===== src/rtl/hazard_scoreboard.sv =====
// hazard_scoreboard: Tuse/Tnew hazard unit for a 5-stage MIPS pipeline.
// Keeps a shadow copy of the destination register and Tnew for E, M and W
// (plus the source registers of E). From these it drives the D-stage stall,
// the E-stage bubble and the forwarding selects for D and E, and it adds an
// interlock for the multi-cycle mult/div unit.
//
// Ports
//   clk, rst_n              clock (rising edge), async active-low reset
//   rs_D, rt_D              D-stage source registers
//   tuse_rs_D, tuse_rt_D    cycles until the source is consumed; all-ones = unused
//   waddr_D, tnew_D         D-stage destination (0 = none) and result latency
//   md_start_D, md_div_D    D instr starts a mult (0) / div (1)
//   md_use_D                D instr needs HI/LO or the MD unit
//   clear_E                 flush E at the next edge
//   stall                   hold PC and F/D (combinational)
//   bubble_E                load a nop into D/E (combinational)
//   fwd_rs_D, fwd_rt_D      00 RF, 01 E, 10 M, 11 W (combinational)
//   fwd_rs_E, fwd_rt_E      00 D/E value, 01 M, 10 W (combinational)
//   md_busy                 MD unit still counting (registered)
module hazard_scoreboard #(
  parameter int unsigned AW      = 5,
  parameter int unsigned TW      = 2,
  parameter int unsigned MUL_LAT = 5,
  parameter int unsigned DIV_LAT = 10
) (
  input  logic          clk,
  input  logic          rst_n,
  input  logic [AW-1:0] rs_D,
  input  logic [AW-1:0] rt_D,
  input  logic [TW-1:0] tuse_rs_D,
  input  logic [TW-1:0] tuse_rt_D,
  input  logic [AW-1:0] waddr_D,
  input  logic [TW-1:0] tnew_D,
  input  logic          md_start_D,
  input  logic          md_div_D,
  input  logic          md_use_D,
  input  logic          clear_E,
  output logic          stall,
  output logic          bubble_E,
  output logic [1:0]    fwd_rs_D,
  output logic [1:0]    fwd_rt_D,
  output logic [1:0]    fwd_rs_E,
  output logic [1:0]    fwd_rt_E,
  output logic          md_busy
);

  localparam int unsigned MAX_LAT = (MUL_LAT > DIV_LAT) ? MUL_LAT : DIV_LAT;
  localparam int unsigned CW      = $clog2(MAX_LAT + 1);
  localparam logic [TW-1:0] TUSE_NONE = '1;

  // Shadow pipeline
  logic [AW-1:0] waddrE, waddrM, waddrW;
  logic [TW-1:0] tnewE, tnewM, tnewW;
  logic [AW-1:0] rsE, rtE;
  logic          mdE;

  // MD unit busy counter
  logic [CW-1:0] mdCnt, mdCntNext;
  logic          mdBusyQ;

  // Tnew counts down as an instruction moves on, never below zero
  function automatic logic [TW-1:0] decSat(input logic [TW-1:0] t);
    return (t == '0) ? t : t - TW'(1);
  endfunction

  // Youngest matching producer in E/M decides whether the consumer must wait
  function automatic logic needStall(
    input logic [AW-1:0] r,  input logic [TW-1:0] tuse,
    input logic [AW-1:0] wE, input logic [TW-1:0] tE,
    input logic [AW-1:0] wM, input logic [TW-1:0] tM
  );
    logic res;
    res = 1'b0;
    if (r != '0 && tuse != TUSE_NONE) begin
      if (wE == r)      res = (tE > tuse);
      else if (wM == r) res = (tM > tuse);
    end
    return res;
  endfunction

  // Youngest match wins; a non-live youngest match hides older ones (stall covers it)
  function automatic logic [1:0] selFwdD(
    input logic [AW-1:0] r,
    input logic [AW-1:0] wE, input logic [TW-1:0] tE,
    input logic [AW-1:0] wM, input logic [TW-1:0] tM,
    input logic [AW-1:0] wW, input logic [TW-1:0] tW
  );
    logic [1:0] sel;
    sel = 2'b00;
    if (r != '0) begin
      if (wE == r)      sel = (tE == '0) ? 2'b01 : 2'b00;
      else if (wM == r) sel = (tM == '0) ? 2'b10 : 2'b00;
      else if (wW == r) sel = (tW == '0) ? 2'b11 : 2'b00;
    end
    return sel;
  endfunction

  // E-stage operands take the nearest live producer in M, then W
  function automatic logic [1:0] selFwdE(
    input logic [AW-1:0] r,
    input logic [AW-1:0] wM, input logic [TW-1:0] tM,
    input logic [AW-1:0] wW, input logic [TW-1:0] tW
  );
    logic [1:0] sel;
    sel = 2'b00;
    if (r != '0) begin
      if (wM == r && tM == '0)      sel = 2'b01;
      else if (wW == r && tW == '0) sel = 2'b10;
    end
    return sel;
  endfunction

  // Hazard detection and forwarding select
  always_comb begin
    stall    = 1'b0;
    bubble_E = 1'b0;
    fwd_rs_D = 2'b00;
    fwd_rt_D = 2'b00;
    fwd_rs_E = 2'b00;
    fwd_rt_E = 2'b00;

    stall = needStall(rs_D, tuse_rs_D, waddrE, tnewE, waddrM, tnewM)
          | needStall(rt_D, tuse_rt_D, waddrE, tnewE, waddrM, tnewM)
          | (md_use_D & (mdBusyQ | mdE));
    bubble_E = stall | clear_E;

    fwd_rs_D = selFwdD(rs_D, waddrE, tnewE, waddrM, tnewM, waddrW, tnewW);
    fwd_rt_D = selFwdD(rt_D, waddrE, tnewE, waddrM, tnewM, waddrW, tnewW);
    fwd_rs_E = selFwdE(rsE, waddrM, tnewM, waddrW, tnewW);
    fwd_rt_E = selFwdE(rtE, waddrM, tnewM, waddrW, tnewW);
  end

  // MD counter: a mult/div that actually reaches E reloads it, otherwise it drains
  always_comb begin
    mdCntNext = (mdCnt == '0) ? mdCnt : mdCnt - CW'(1);
    if (md_start_D && !bubble_E) begin
      mdCntNext = md_div_D ? CW'(DIV_LAT) : CW'(MUL_LAT);
    end
  end

  // Shadow pipeline shift
  always_ff @(posedge clk or negedge rst_n) begin
    if (!rst_n) begin
      waddrE  <= '0;
      tnewE   <= '0;
      rsE     <= '0;
      rtE     <= '0;
      mdE     <= 1'b0;
      waddrM  <= '0;
      tnewM   <= '0;
      waddrW  <= '0;
      tnewW   <= '0;
      mdCnt   <= '0;
      mdBusyQ <= 1'b0;
    end else begin
      waddrM <= waddrE;
      tnewM  <= decSat(tnewE);
      waddrW <= waddrM;
      tnewW  <= decSat(tnewM);
      if (bubble_E) begin
        waddrE <= '0;
        tnewE  <= '0;
        rsE    <= '0;
        rtE    <= '0;
        mdE    <= 1'b0;
      end else begin
        waddrE <= waddr_D;
        tnewE  <= tnew_D;
        rsE    <= rs_D;
        rtE    <= rt_D;
        mdE    <= md_start_D;
      end
      mdCnt   <= mdCntNext;
      mdBusyQ <= (mdCntNext != '0);
    end
  end

  assign md_busy = mdBusyQ;

endmodule


===== config.mk =====
export PLATFORM = sky130hd
export DESIGN_NAME = hazard_scoreboard
export DESIGN_NICKNAME = d
export VERILOG_FILES = /design/src/rtl/hazard_scoreboard.sv
export SDC_FILE = /design/constraint.sdc
export NUM_CORES = 1
export LEC_CHECK = 0
export CAP_MARGIN = 20
export CORE_AREA = 3 3 62 79
export DETAILED_ROUTE_END_ITERATION = 7
export DIE_AREA = 0 0 65 82
export PLACE_DENSITY = 0.76
export SETUP_SLACK_MARGIN = 0.02
export SLEW_MARGIN = 30
export SYNTH_ARGS = -nofsm -noshare
export SYNTH_HDL_FRONTEND = slang
export SYNTH_SLANG_ARGS = --single-unit

===== constraint.sdc =====
create_clock -name clk -period 5.15 [get_ports clk]
set_input_delay 1.545 -clock clk [delete_from_list [all_inputs] [get_ports clk]]
set_output_delay 1.545 -clock clk [all_outputs]
set_load 0.01 [all_outputs]

**After elaboration in Yosys (flattened, before gate mapping)**

Cells that the tools add are included.

- Input port bits: 27
- Register bits after elaboration: 37
- Word-level logic and storage cells: 85
- Output and inout port bits: 11

- Bitwise logic cells: 5
- Muxes and demuxes: 33
- Reductions and logical operators: 17
- Add/subtract/negate cells: 3
- $lt $le $gt $ge: 4
- Equality and inequality tests: 12

Operators with widths:

| operator | count |
|---|---|
| equality test 5 bit | 10 |
| 2-to-1 mux 2 bit | 19 |
| nonzero test 5 bit | 4 |
| 2-to-1 mux 5 bit | 3 |
| 2-to-1 mux 4 bit | 3 |
| greater-than comparator 2 bit | 4 |
| 2-to-1 mux 1 bit | 8 |
| logical AND 1 bit | 7 |
| logical NOT 2 bit | 3 |
| logical NOT 4 bit | 1 |
| != test 2 bit, second input constant | 2 |
| OR 1 bit | 4 |
| nonzero test 4 bit | 1 |
| subtractor 2 x 1 -> 2 bit, second input constant | 2 |
| subtractor 4 x 1 -> 4 bit, second input constant | 1 |
| AND 1 bit | 1 |
| logical NOT 1 bit | 1 |

**Longest topological paths before layout**

Gate-level depths: netlist (run 1).

- Depth after elaboration: 11
- Gate-level depth with buffers: 9

**Worst setup path after synthesis (run 1)**

Ideal clock, no wire load.

- Path kind: in2out
- From: input tuse_rs_D[1]
- To: output bubble_E
- Data required time: 3.605 ns
- Arrival time: 3.168 ns
- Stages: 9
- Slack: 0.437 ns
- Cells stage by stage: inv_1 ha_1 nor2b_1 o21ai_0 nor3_1 o211a_2 nor4_2 clkbuf_2 inv_1

- Cells in the longest elaborated chain, start to end: 7
- Elaborated cells between the ends (all ways): 10

RTL lines:

| item | RTL line | RTL |
|---|---|---|
| start: declaration | 30 | `input logic [TW-1:0] tuse_rs_D,` |
| greater-than comparator 2 bit | 76 | `else if (wM == r) res = (tM > tuse);` |
| 2-to-1 mux 1 bit | 76 |  |
| 2-to-1 mux 1 bit | 75 | `if (wE == r) res = (tE > tuse);` |
| 2-to-1 mux 1 bit * | 74 | `if (r != '0 && tuse != TUSE_NONE) begin` |
| OR 1 bit * | 123 | `\| needStall(rt_D, tuse_rt_D, waddrE, tnewE, waddrM, tnewM)` |
| OR 1 bit * | 124 | `\| (md_use_D & (mdBusyQ \| mdE));` |
| OR 1 bit * | 125 | `bubble_E = stall \| clear_E;` |
| end: declaration | 39 | `output logic bubble_E,` |

Mark *: on every way between the ends. The rest lies on a longest branch, timed or not.

**Worst setup path after layout (run 1)**

- From: input tuse_rt_D[1]
- To: output bubble_E

- Cells in the longest elaborated chain, start to end: 7
- Elaborated cells between the ends (all ways): 10

RTL lines:

| item | RTL line | RTL |
|---|---|---|
| start: declaration | 31 | `input logic [TW-1:0] tuse_rt_D,` |
| greater-than comparator 2 bit | 76 |  |
| 2-to-1 mux 1 bit | 76 |  |
| 2-to-1 mux 1 bit | 75 |  |
| 2-to-1 mux 1 bit * | 74 |  |
| OR 1 bit * | 123 |  |
| OR 1 bit * | 124 |  |
| OR 1 bit * | 125 |  |

Marked as above.

==> results.py, run 1 <==
metrics = {
    "outcome": {
        "status": "completed",
    },
    "die": {
        "core_um2": 4290,
        "die_w_um": 65,
        "fp.dieH_um": 82,
        "start_util_pct": 51.6,
        "io_pins": 38,
        "design.die.area_um2": 5330,
        "fp-row-count": 27,
    },
    "clock_tree": {
        "clk_pin_slew_ps": 70,
        "cts.sinks": 37,
        "cts_tree": "done",
        "clockBufferDepth": 2,
        "cts_root_buffer": "clkbuf_8",
        "hold_buffers": 0,
        "ctsHtreeMaxLevel": 2,
        "cts_buffers": 5,
        "clock_latency_ps": 300,
    },
    "routing": {
        "drcViolationCount": 0,
        "drt-pass1-iter-count": 4,
        "wl_um": 4780,
        "wl_met1_um": 2030,
        "antenna_left": 0,
        "drt_iter0_drc": 33,
        "top_layer_used": "met4",
        "wl_per_cell_um": 13.8,
        "viasPerCell": 5.01,
        "wl_met2_um": 2550,
        "wl_met3_um": 161,
        "detailroute.via_count": 1727,
    },
    "timing": {
        "slew_headroom_pct": 69.9,
        "fin_hold_ws_ps": 453,
        "finalMaxSlewViolations": 0,
        "rsz0062_at_grt": "no",
        "setup_viol": 0,
        "finClkSkew_ps": 9.06,
        "final.setup.tns_ps": 0,
        "worst_slack_ps": 110,
        "fmax_mhz": 198,
        "hold_violations": 0,
        "fin_crit_ps": 5040,
        "period_share_pct": 97.9,
        "worst_pin_slew_ps": 451,
    },
    "power": {
        "p_int_uw": 562,
        "power_switching_uw": 265,
        "p_clk_share_pct": 24.5,
        "p_leak_uw": 0.00147,
        "power_density_nw_per_um2": 277,
        "pwr-share-seq_pct": 43.9,
        "p_total_uw": 827,
        "irDropWorstVdd_mv": 0.234,
        "switching_share_pct": 32.0,
        "p_comb_share_pct": 31.5,
    },
    "synth": {
        "async_flop_share_pct": 100,
        "yosysTopAreaCell": "dfrtp_1",
        "synth-main-ff-cell": "dfrtp_1",
        "synth_cells": 223,
        "avgSynthCellArea_um2": 9.93,
        "synthTopCellsByCount": "dfrtp_1, xnor2_1, xor2_1",
        "synth_area_leaders": "dfrtp_1, xnor2_1, xor2_1, and2_1, ha_1",
        "ys_warn_count": 0,
        "synth_seq_cells": 37,
        "synth_edf_count": 0,
        "syn-cell-area_um2": 2210,
        "netlist-cell-type-count": 35,
        "yosysMostFrequentCell": "dfrtp_1",
        "synth_nets": 259,
        "synth_top_area_share_pct": 41.8,
        "yosysSeqAreaShare_pct": 41.8,
    },
    "worst_setup_path": {
        "critPathMaxFanout": 2,
        "r2r_end": "mdCnt[1]",
        "crit_arrival_ps": 3490,
        "crit_required_ps": 3610,
        "end_kind": "primary output",
        "rr_worst_depth": 7,
        "worst-setup-path-type": "input port to primary output",
        "reg2reg_slack_ps": 2820,
        "cp-start-kind": "input port",
        "rr_startpoint": "tnewM[1]",
    },
    "place": {
        "routabilityCongestion": 0.847,
        "hpwl_um": 3750,
        "portBuffers": 37,
        "pre_cts_ws_ps": -376,
        "placed_area_um2": 2810,
    },
    "worst_hold_path": {
        "hold_depth": 0,
        "min_delay_worst_endpoint": "waddrM[0]",
        "hold_path_class": "register to register",
        "hold_start": "waddrE[0]",
    },
    "finish": {
        "area_growth_pct": 34.9,
        "diodes": 0,
        "design_area_um2": 2990,
        "fillers": 354,
        "fin_nets": 322,
        "drive_gt1_share_pct": 18.1,
    },
    "global_route": {
        "grt_util_all_layers_pct": 19.9,
        "grt_pass1_vias": 1719,
        "antenna_found_initial": 0,
        "grt-ovfl-total": 0,
        "grt_pass1_wl_um": 7970,
        "grt_start_max_net_pins": 38,
    },
    "run": {
        "drv_cap": 0,
    },
}
[cell families (layout without fill, tap and decap cells)]
logic type | after synthesis | in the layout | share of synthesized area, %
multiplexers | 6 | 6 | 2.71
AO/OA/AOI/OAI | 18 | 18 | 4.63
flip-flops | 37 | 37 | 41.8
buffers and inverters | 17 | 81 | 3.33
XOR/XNOR | 52 | 52 | 20.6
adder cells (fa/ha/maj) | 9 | 9 | 5.08
AND/OR/NAND/NOR | 84 | 84 | 21.9
[what timing repair did]
| action | CTS | global route |
|---|---|---|
| buffers inserted | 0 | 1 |
| pin swaps | 1 | 7 |
| setup endpoints to repair | 6 | 4 |
| resized for setup | 18 | 16 |
| hold endpoints to repair | 0 | 0 |
[power by group through the flow]
stage | Combinational, µW | Sequential (µW) | Clock, µW
2_1_floorplan | 169 | 357 | 0
3_3_place_gp | 251 | 367 | 0
3_5_place_dp | 257 | 368 | 0
4_1_cts | 258 | 363 | 207
5_1_grt | 298 | 369 | 223
6_report | 261 | 363 | 203
[worst max-delay path by stage]
| stage | to | cells after the start | from | slack (ps) |
|---|---|---|---|---|
| floorplan | bubble_E | 9 | tuse_rs_D[1] | 440 |
| global placement | bubble_E | 11 | tuse_rs_D[1] | -390 |
| detailed placement | bubble_E | 11 | tuse_rs_D[1] | -380 |
| CTS | bubble_E | 9 | rt_D[1] | -110 |
| global route | bubble_E | 10 | tuse_rt_D[1] | 20 |
| finish | bubble_E | 10 | tuse_rt_D[1] | 110 |
[placed cells by master (no fill, tap or decap), types with 4 or more instances in the layout]
cell,count
nor3_1,9
nand3_1,7
dlygate4sd2_1,7
buf_4,25
nand2_1,4
dfrtp_1,37
xor2_1,26
nor2_1,16
mux2i_1,6
inv_1,10
xnor2_1,26
a21oi_1,9
clkdlybuf4s50_1,22
nor2b_1,5
and2_1,19
clkbuf_8,5
ha_1,7
dlymetal6s2s_1,6
[worst max-delay path: stages]
cell	delay (ps)
clkdlybuf4s50_1	480
inv_1	80
ha_4	270
a21oi_2	40
a221o_1	300
o31ai_4	290
nor4_4	80
buf_4	140
inv_1	40
clkdlybuf4s15_1	220
[layer usage]
metal / global-route usage (%) / vias up
met5: 0 / -
met4: 6.34 / 0
met3: 4.38 / 3
met2: 35.7 / 29
met1: 23.5 / 820
li1: - / 875
[state kept, by name, indices dropped and copies added (netlist names), 2 cells and up]
register,cells
mdCnt,4
rsE,5
rtE,5
tnewE,2
tnewM,2
tnewW,2
waddrE,5
waddrM,5
waddrW,5
[metrics by stage]
| step | utilization (%) | instances |
|---|---|---|
| detailed placement | 65.4 | 336 |
| global route | 69.6 | 345 |
| floorplan | - | 223 |
| finish | 69.6 | 345 |
| global placement | 65.4 | 336 |
| CTS | 67.7 | 344 |
[cell type report]
class | count | area, µm² | area share [%]
clock buffers | 5 | 68.8 | 2.30
repair buffers | 62 | 566 | 18.9
multi-input cells | 169 | 1290 | 43.2
clock inverters | 3 | 21.3 | 0.712
inverters | 11 | 41.3 | 1.38
well taps | 58 | 72.6 | 2.43
flip-flops and latches | 37 | 926 | 31.0
Power figures use the tool's default switching activity.
==> run 2, diff against run 1 <==
Settings changed: CORE_AREA 3 3 62 79 to 3 3 59 83, DIE_AREA 0 0 65 82 to 0 0 62 86.
==> run 2 against run 1 <==
Net effect: global-route usage grew 2.2 points; clock-buffer cell count did not move; sequential share of layout area is 0.66 points higher; first-iteration DRC count down 6.1%; flip-flop and latch count unchanged; non-clock buffer count shrank 3; critical path depth is the same; via count is 2.7% higher; clock power is 17% higher; critical path type unchanged.
==> results.py, run 2 (same netlist as run 1, synthesis figures left out) <==
metrics = {
    "outcome": {
        "status": "completed",
    },
    "routing": {
        "wl_um": 5340,
        "detailroute.via_count": 1774,
        "antenna_left": 0,
        "viasPerCell": 5.17,
        "drcViolationCount": 0,
        "drt_iter0_drc": 31,
        "wl_per_cell_um": 15.6,
        "drt-pass1-iter-count": 4,
    },
    "worst_setup_path": {
        "end_kind": "primary output",
        "rr_startpoint": "tnewM[1]",
        "r2r_end": "mdCnt[0]",
        "critPathMaxFanout": 3,
        "worst-setup-path-type": "input port to primary output",
        "crit_required_ps": 3610,
        "max_stage_delay_ps": 480,
        "rr_worst_depth": 7,
        "cp-start-kind": "input port",
        "crit_top_cell": "buf_4",
        "crit_chain": "clkdlybuf4s50_1, buf_4, xnor2_1, nand2_1, nor2_1, nor4_1, buf_4, a21oi_1, nor3_1, dlygate4sd2_1",
        "reg2reg_slack_ps": 2830,
        "critPathLaunch": "rs_D[4]",
        "crit_arrival_ps": 3530,
        "slowest_stage": "clkdlybuf4s50_1",
    },
    "clock_tree": {
        "clock_latency_ps": 280,
        "cts_tree": "done",
        "cts_root_buffer": "clkbuf_8",
        "clockBufferDepth": 2,
        "ctsHtreeMaxLevel": 2,
        "hold_buffers": 0,
        "cts_buffers": 5,
        "postCtsSetupRepairBufs": 0,
        "clk_pin_slew_ps": 70,
        "cts.sinks": 37,
    },
    "timing": {
        "slew_headroom_pct": 69.5,
        "fin_crit_ps": 5080,
        "finClkSkew_ps": 7.09,
        "hold_violations": 0,
        "final.setup.tns_ps": 0,
        "period_share_pct": 98.6,
        "fmax_mhz": 197,
        "finalMaxSlewViolations": 0,
        "setup_viol": 0,
        "worst_pin_slew_ps": 458,
        "fin_hold_ws_ps": 453,
    },
    "finish": {
        "final_cell_mix": "dfrtp_1, clkdlybuf4s50_1, xor2_1, xnor2_1, buf_4",
        "diodes": 0,
        "drive_gt1_share_pct": 15.2,
        "ff_latch_area_um2": 926,
        "multi_input_area_um2": 1250,
        "fillers": 347,
        "fin_util_pct": 69.0,
        "area_growth_pct": 32.0,
        "layout_commonest_cell": "dfrtp_1",
        "fin_nets": 319,
    },
    "global_route": {
        "grt_pass1_vias": 1832,
        "grt_pass1_wl_um": 8650,
        "grt-ovfl-total": 0,
        "grt_util_all_layers_pct": 22.1,
        "antenna_found_initial": 0,
        "grt_start_max_net_pins": 38,
    },
    "power": {
        "p_comb_share_pct": 30.1,
        "p_leak_uw": 0.00140,
        "p_clk_share_pct": 27.5,
        "irDropWorstVdd_mv": 0.222,
        "p_total_uw": 862,
        "pwr-share-seq_pct": 42.4,
        "p_int_uw": 604,
        "switching_share_pct": 29.9,
        "power_density_nw_per_um2": 295,
        "power_switching_uw": 258,
    },
    "worst_hold_path": {
        "hold_path_class": "register to register",
        "hold_depth": 0,
        "hold_start": "waddrE[4]",
        "min_delay_worst_endpoint": "waddrM[4]",
    },
    "place": {
        "hpwl_um": 3940,
        "routabilityCongestion": 0.809,
        "portBuffers": 37,
    },
    "die": {
        "io_pins": 38,
        "start_util_pct": 52.2,
        "core_um2": 4240,
        "fp-row-count": 28,
        "fp.dieH_um": 86,
        "die_w_um": 62,
        "design.die.area_um2": 5330,
    },
    "run": {
        "drv_cap": 0,
    },
}
run 2: stage by stage:
stage	setup slack, ps	instances	area [µm²]
after floorplan	437	223	2210
after global placement	-350	336	2790
after detailed placement	-375	336	2790
after CTS	-24.5	343	2900
after global routing	-14.0	343	2920
final	71.4	343	2920
run 2: repair_timing:
item	4_1_cts	5_1_grt
setup endpoints to repair	6	3
pin swaps	1	3
gates resized for setup	14	8
run 2: cell type report:
class	instances	area share, %
clock buffers	5	2.35
clock inverters	2	1.20
inverters	11	1.41
multi-input cells	169	42.8
flip-flops and latches	37	31.7
well taps	60	2.57
repair buffers	59	18.0
run 2: power groups by stage:
stage	clock (µW)	sequential, µW	combinational (µW)
global route	256	371	292
finish	237	366	259
CTS	243	365	258
global placement	0	368	250
detailed placement	0	370	257
floorplan	0	357	169
run 2: metal layers:
layer  share of wire [%]  global-route usage [%]  routed length [µm]  vias to the layer above
li1                    -                       -                   -                      861
met1                  37                    24.0                1990                      856
met4                 2.3                    8.30                 122                        0
met5                   0                       0                   0                        -
met3                 3.3                    4.37                 178                       15
met2                  57                    39.9                3050                       42
run 2: how the worst max path moves through the flow:
stage | endpoint | cells past startpoint
5_1_grt | fwd_rs_D[1] | 10
2_1_floorplan | bubble_E | 9
3_3_place_gp | stall | 9
6_report | fwd_rs_D[1] | 10
3_5_place_dp | stall | 9
4_1_cts | stall | 9
run 2: critical path, delay by kind of cell:
family	cells	cell delay (ps)
buf+inv	4	1150
xor+xnor	1	130
compound gates	1	40
simple gates	4	660
==> run 3, diff against run 2 <==
Settings changed: CTS_CLUSTER_SIZE set to 25.
==> results of run 3 <==
Final layout, timing and power as in run 2 (identical DEF).
